==> config.mk <==
export PLATFORM = sky130hd
export DESIGN_NAME = div_ctrl
export DESIGN_NICKNAME = d
export VERILOG_FILES = /design/src/rtl/div_ctrl_pkg.sv /design/src/rtl/div_ctrl_step.sv /design/src/rtl/div_ctrl.sv
export SDC_FILE = /design/constraint.sdc
export NUM_CORES = 1
export LEC_CHECK = 0
export CORE_MARGIN = 1
export CORE_UTILIZATION = 55
export CTS_BUF_LIST = sky130_fd_sc_hd__clkbuf_2 sky130_fd_sc_hd__clkbuf_4 sky130_fd_sc_hd__clkbuf_8
export CTS_CLUSTER_DIAMETER = 40
export DETAILED_ROUTE_END_ITERATION = 6
export GPL_TIMING_DRIVEN = 0
export PLACE_DENSITY = 0.91
export SETUP_SLACK_MARGIN = 0.15
export SLEW_MARGIN = 0
export SYNTH_ARGS = -nofsm -noshare
export SYNTH_HDL_FRONTEND = slang
export SYNTH_SLANG_ARGS = --single-unit
==> constraint.sdc <==
create_clock -name clk -period 7.21 [get_ports clk]
set_input_delay 1.8025 -clock clk [delete_from_list [all_inputs] [get_ports clk]]
set_output_delay 1.8025 -clock clk [all_outputs]
set_load 0.01 [all_outputs]
==> src/rtl/div_ctrl_pkg.sv <==
// Shared types and constants for the iterative divider controller.
package div_ctrl_pkg;

  typedef enum logic [1:0] {
    DIV_IDLE = 2'd0,
    DIV_ZERO = 2'd1,
    DIV_ON   = 2'd2,
    DIV_END  = 2'd3
  } div_state_e;

  localparam int DIV_DATA_W = 32;
  localparam int DIV_ITER   = DIV_DATA_W;

endpackage

==> src/rtl/div_ctrl_step.sv <==
// One radix-2 restoring iteration: shift, trial subtract, select quotient bit.
module div_ctrl_step #(
  parameter int DATA_W = 32
) (
  input  logic [2*DATA_W:0]  work,
  input  logic [DATA_W-1:0]  divisor,
  output logic [2*DATA_W:0]  work_nxt
);

  logic [2*DATA_W:0] sh;
  logic [DATA_W:0]   diff;

  // The upper half stays below the divisor, so after the shift it fits in
  // DATA_W+1 bits and the difference sign bit is a valid borrow.
  always_comb begin
    sh   = work << 1;
    diff = sh[2*DATA_W:DATA_W] - {1'b0, divisor};
    if (!diff[DATA_W]) work_nxt = {diff, sh[DATA_W-1:1], 1'b1};
    else               work_nxt = sh;
  end

endmodule

==> src/rtl/div_ctrl.sv <==
// DIV/DIVU multi-cycle controller: FSM, iteration counter, sign fix and
// registered {remainder, quotient} result with pipeline stall request.
module div_ctrl
  import div_ctrl_pkg::*;
#(
  parameter int DATA_W = DIV_DATA_W
) (
  input  logic                clk,
  input  logic                rst,
  input  logic                start,
  input  logic                signed_div,
  input  logic [DATA_W-1:0]   opdata1,
  input  logic [DATA_W-1:0]   opdata2,
  input  logic                annul,
  output logic [2*DATA_W-1:0] result,
  output logic                ready,
  output logic                stall_req
);

  localparam int CNT_W = $clog2(DATA_W + 1);
  localparam logic [CNT_W-1:0] LAST = CNT_W'(DATA_W);

  div_state_e        state;
  logic [CNT_W-1:0]  cnt;
  logic [2*DATA_W:0] work, work_nxt;
  logic [DATA_W-1:0] dvsr;
  logic              sgn1, sgn2, sdiv;
  logic [DATA_W-1:0] quo, rem;

  function automatic logic [DATA_W-1:0] neg_if(input logic [DATA_W-1:0] v, input logic c);
    return c ? -v : v;
  endfunction

  div_ctrl_step #(.DATA_W(DATA_W)) u_step (
    .work     (work),
    .divisor  (dvsr),
    .work_nxt (work_nxt)
  );

  assign quo = neg_if(work[DATA_W-1:0], sdiv & (sgn1 ^ sgn2));
  assign rem = neg_if(work[2*DATA_W-1:DATA_W], sdiv & sgn1);

  // Low in END so the stage advances on the same cycle ready is seen.
  assign stall_req = start & ~annul & (state != DIV_END);

  always_ff @(posedge clk or negedge rst) begin
    if (!rst) begin
      state  <= DIV_IDLE;
      cnt    <= '0;
      work   <= '0;
      dvsr   <= '0;
      sgn1   <= 1'b0;
      sgn2   <= 1'b0;
      sdiv   <= 1'b0;
      ready  <= 1'b0;
      result <= '0;
    end else begin
      case (state)
        DIV_IDLE: begin
          ready  <= 1'b0;
          result <= '0;
          if (start && !annul) begin
            if (opdata2 == '0) begin
              state <= DIV_ZERO;
            end else begin
              state <= DIV_ON;
              cnt   <= '0;
              work  <= {{(DATA_W+1){1'b0}}, neg_if(opdata1, signed_div & opdata1[DATA_W-1])};
              dvsr  <= neg_if(opdata2, signed_div & opdata2[DATA_W-1]);
              sgn1  <= opdata1[DATA_W-1];
              sgn2  <= opdata2[DATA_W-1];
              sdiv  <= signed_div;
            end
          end
        end
        DIV_ZERO: begin
          result <= '0;
          if (annul) begin
            state <= DIV_IDLE;
            ready <= 1'b0;
          end else begin
            state <= DIV_END;
            ready <= 1'b1;
          end
        end
        DIV_ON: begin
          if (annul) begin
            state  <= DIV_IDLE;
            ready  <= 1'b0;
            result <= '0;
          end else if (cnt != LAST) begin
            work <= work_nxt;
            cnt  <= cnt + 1'b1;
          end else begin
            state  <= DIV_END;
            ready  <= 1'b1;
            result <= {rem, quo};
          end
        end
        DIV_END: begin
          if (annul || !start) begin
            state  <= DIV_IDLE;
            ready  <= 1'b0;
            result <= '0;
          end
        end
        default: state <= DIV_IDLE;
      endcase
    end
  end

endmodule

Word level (Yosys, flattened, before mapping):

Cells that the tools add are included.

* register bits: 172
* bits in latches: 0
* memory bits (writable): 0
* ROM bits: 0
* input port bits: 69
* output and inout bits: 66
* logic and storage cells: 78
* memories: 0

* add/subtract/negate cells: 6
* multipliers: 0
* divide/modulo/power cells: 0
* order comparisons: 0
* eq/ne operators: 11
* shift-type cells: 0
* multiplexer cells: 31
* bitwise logic cells: 9
* reductions and logical operators: 12

Operators with widths (number)
* two-way mux 64 bit: 8
* one-hot mux 64 bit (3 select lines): 1
* two-way mux 32 bit: 4
* negator 32 bit: 4
* one-hot mux 64 bit (2 select lines): 1
* subtractor 33 x 32 -> 33 bit: 1
* zero test 32 bit: 1
* two-way mux 6 bit: 4
* two-way mux 2 bit: 6
* inequality test 2 bit (second input constant): 6
* one-hot mux 6 bit (2 select lines): 1
* one-hot mux 2 bit (4 select lines): 1
* adder 6 x 1 -> 6 bit (second input constant): 1
* bitwise AND 1 bit: 6
* inequality test 6 bit (second input constant): 1
* AND reduction 3 bit: 2
* AND reduction 5 bit: 1
* == test 2 bit (second input constant): 2
* two-way mux 1 bit: 4
* one-hot mux 1 bit (4 select lines): 1
* inequality test 3 bit (second input constant): 1
* == test 2 x 1 -> 1 bit (second input constant): 1
* zero test 1 bit: 2
* zero test 2 bit: 1
* 7 further kinds: 8

Depth between registers and ports, before layout:

* depth in word-level cells: 6
* depth in mapped cells: 12
* gate-level depth less buffers: 11

By module:

From an unflattened synthesis, not the netlist that was laid out.

* cell total of the unflattened synthesis: 1484
* area total of the unflattened synthesis: 12373.1 µm²

By module, submodules not included
* div_ctrl: times used 1, cells an instance 1097, area an instance 9679.3 µm², sequential area each 4329.2 µm²
* div_ctrl_step: times used 1, cells an instance 387, area an instance 2693.8 µm², sequential area each 0.0 µm²

Worst setup path after synthesis:

Ideal clock, no wire load.

* path kind: input-to-reg
* from: in opdata2[20]
* to: reg work[59]
* setup time: 0.133 ns
* data arrival time: 3.802 ns
* data required time: 7.077 ns
* path slack: 3.275 ns
* stages on the path: 9
* buffers on the path: 2
* cell sequence: or4_1 -> nor4_1 -> a41oi_1 -> o21bai_2 -> buf_6 -> nor2_1 -> buf_2 -> a32oi_1 -> o31ai_1

* cells in the longest elaborated chain, start to end: 3

RTL lines
* start: declaration: RTL line div_ctrl.sv:13 `input logic [DATA_W-1:0] opdata2,`
* zero test 32 bit: RTL line div_ctrl.sv:63 `if (opdata2 == '0) begin`
* inequality test 2 bit (no source line)
* AND reduction 5 bit (no source line)
* end signal: assignment: RTL line div_ctrl.sv:68 `work <= {{(DATA_W+1){1'b0}}, neg_if(opdata1, signed_div & opdata1[DATA_W-1])};`
* end signal: assignment: RTL line div_ctrl.sv:92 `work <= work_nxt;`
* end: declaration: RTL line div_ctrl.sv:25 `logic [2*DATA_W:0] work, work_nxt;`

Every way passes these cells.
A chain may end at the register's enable or synchronous reset.

Worst setup path after layout:

* from: in annul
* to: out stall_req

* cells in the longest elaborated chain, start to end: 3

RTL lines
* start: declaration: RTL line div_ctrl.sv:14 `input logic annul,`
* inverter 1 bit: RTL line div_ctrl.sv:44 `assign stall_req = start & ~annul & (state != DIV_END);`
* bitwise AND 1 bit (2 in a row): RTL line div_ctrl.sv:44
* end: declaration: RTL line div_ctrl.sv:17 `output logic stall_req`

Every way passes these cells.

==> run_results.csv <==
group,metric,value,unit
timing,period_share,0.712,
die,start_util,0.563,
cts,cts_buffers,17,
synth,syn_area,0.0115,mm²
layout,syn_to_final_growth,18.5,%
worst_setup_path,critPathRequiredTime,5.41,ns
layout,antenna_cells,0,
worst_setup_path,crit_top_cell,"clkdlybuf4s50_1",
die,io_pins,135,
route,drc_errors,0,
pwr,pwr-share-clk,0.135,
layout,final_cells,1807,
timing,fmax,195,MHz
pwr,ir_drop,0.200,mV
die,die_w,146,µm
synth,syn_nets,1482,
cts,cts-root-buf,"clkbuf_8",
die,die_y,146,µm
synth,async_flop_share,1.00,
run,maxCapViolations,0,
synth,synthFlopType,"dfrtp_1",
timing,post-route-min-period,5.13,ns
placement,pre_cts_ws,2.05,ns
placement,gp_congestion,0.999,
cts,cts_max_level,4,
route,via_per_inst,6.03,
route,drt_wl_total,32100,µm
cts,cts_num_sinks,172,
worst_setup_path,critPathKind,"primary input to output pin",
pwr,p_comb_frac,0.560,
die,rows,52,
worst_setup_path,worstSetupStartpoint,"annul",
synth,synth-compound-area-share,0.220,
route,ant_nets,0,
worst_setup_path,cp_cell_sequence,"clkdlybuf4s50_1, nand2b_1, nor2_1, clkdlybuf4s50_1",
cts,clk_path_buf_depth,2,
timing,slew_viol_final,0,
global_routing,grt_pass1_vias,10700,
cts,cts_tree,"done",
worst_setup_path,worst_path_largest_cell_delay,0.58,ns
synth,synth_edf_count,0,
die,die_area,0.0214,mm²
timing,worstMarginPinSlew,0.770,ns
die,core-area,0.0204,mm²
global_routing,grt_pass1_wl,53100,µm
global_routing,grt_overflow_total,0,
cts,cts_setup_buffers,0,
worst_setup_path,reg2reg_to,"work[54]",
timing,finalSetupViolCount,0,
synth,synth_xor_area_frac,0.110,
placement,port_buffers,134,
route,drt_first_pass_iters,6,
layout,nFillCells,1601,
worst_setup_path,reg2reg_depth,12,
worst_setup_path,worstSetupEndpoint,"stall_req",
pwr,leakage,5.72,nW
layout,layout_common_cells,"nand2_1 (192), dfrtp_1 (172), o21ai_0 (143)",
placement,hpwl,24400,µm
cts,cts.clk_slew.worst_paths,0.11,ns
pwr,seqPwrFrac,0.305,
layout,nets,1636,
worst_setup_path,cp_max_fo,7,
timing,rsz0062_at_grt,"false",
synth,synth_top_family_by_area,"compound AO/OA/AOI/OAI gates",
min_path,hold_path_class,"register to register",
cts,cts_hold_buf,0,
global_routing,grt_start_max_net_pins,100,
global_routing,grt_antenna_before_repair,0,
pwr,sw_frac_of_total,0.473,
synth,seq_area_frac_synth,0.375,
timing,clock_skew,0.0172,ns
pwr,finalPower,5.31,mW
synth,yosysWarningCount,0,
synth,muxShareOfSynthArea,0.0178,
timing,slew_headroom,0.483,
worst_setup_path,cp.arrival,3.33,ns
route,wl_met1,13200,µm
global_routing,grtUsageTotal,0.310,
worst_setup_path,worstReg2RegStart,"work[31]",
timing,fin_ws,2.08,ns
synth,synth_simple_gate_area_share,0.184,
pwr,p_sw,2.51,mW
cts,post_cts_resized,0,
worst_setup_path,critPathSlowestCell,"clkdlybuf4s50_1",
placement,dp_cells,1775,
synth,netlist_instances,1370,
pwr,powerDensity,391,mW/mm²
synth,synth_seq_cells,172,
cts,clk_latency,0.49,ns
run_status,status,"complete, no violations",
synth,yosys.area_share.adder,0.0476,
route,dr_wl_met2,15500,µm
worst_setup_path,endpoint_kind,"output pin",
route,num_vias,10900,
route,wl_per_cell,17.8,µm
worst_setup_path,r2r_setup_slack,3.43,ns
worst_setup_path,cp-start-kind,"primary input",
layout,final_common_cell,"nand2_1",
timing,hold_viol,0,
route,drt-initial-drc-count,938,
layout,drive_gt1_frac,0.0507,
synth,syn_area_per_cell,8.37,µm²
synth,synth_cell_types,79,
route,top_layer,"met4",
min_path,min_path_cells,2,
pwr,power.internal,2.80,mW
route,met3_length,2350,µm
registers in the layout, indices dropped and copies added, names as in the netlist:
signal / flops
sgn1: 1
sgn2: 1
state: 2
dvsr: 32
ready: 1
cnt: 6
sdiv: 1
result: 64
work: 64
power by group through the flow:
stage          Clock (mW)  Combinational (mW)  Sequential, mW
4_1_cts             0.714                2.94            1.61
6_report            0.715                2.98            1.62
5_1_grt             0.754                3.28            1.66
3_3_place_gp            0                2.82            1.61
3_5_place_dp            0                2.91            1.63
2_1_floorplan           0                1.96            1.60
logic make-up (layout without fill, tap and decap cells):
family          after synthesis  after routing
flops                       172            172
simple gates                453            453
fa+ha+maj                    43             43
mux                          20             20
buf+inv                     130            297
compound gates              410            410
xor+xnor                    142            142
metal layers:
layer | vias up | global-route usage
li1 | 5155 | -
met3 | 92 | 0.0488
met1 | 5131 | 0.396
met2 | 523 | 0.520
met4 | 0 | 0.134
met5 | - | 0
worst min-delay path by stage:
| stage | start | to | slack [ns] |
|---|---|---|---|
| after CTS | ready | ready | 0.50 |
| after detailed placement | result[3] | result[3] | 0.47 |
| after global placement | result[0] | result[0] | 0.46 |
| after global routing | result[59] | result[59] | 0.52 |
| after floorplan | dvsr[0] | dvsr[0] | 0.49 |
| final | result[3] | result[3] | 0.50 |
through the flow:
step                      utilization  TNS (ns)  area [µm²]  hold slack [ns]
final                           0.667         0       13600            0.497
after global routing            0.667         0       13600            0.520
after CTS                       0.667         0       13600            0.496
after detailed placement        0.647         0       13200            0.474
after global placement          0.645   -420.13       13100            0.462
after floorplan                     -         0       11500            0.487
cell type report:
type	instances	area [µm²]	area share
clock inverters	15	178	0.0131
multi-input cells	1068	6650	0.490
repair buffers	135	1370	0.101
clock buffers	17	234	0.0172
flip-flops and latches	172	4300	0.317
well taps	270	338	0.0249
inverters	60	225	0.0166
plain buffers	70	283	0.0208
worst max-delay path: cells and delay by family:
| kind | cells | cell delay [ns] |
|---|---|---|
| buf+inv | 2 | 1.09 |
| simple gates | 2 | 0.44 |
cell usage after synthesis, types with 17 or more instances:
cell,number,area share
xor2_1,67,0.051
nand3_1,33,0.014
nand2_1,192,0.063
mux2i_1,17,0.015
clkbuf_1,58,0.019
nor3_1,25,0.011
a21oi_1,119,0.052
inv_1,58,0.019
o21ai_0,143,0.062
nor2_1,102,0.033
ha_1,42,0.046
xnor2_1,72,0.055
dfrtp_1,172,0.38
No activity file was read; power rests on OpenSTA's default activity.
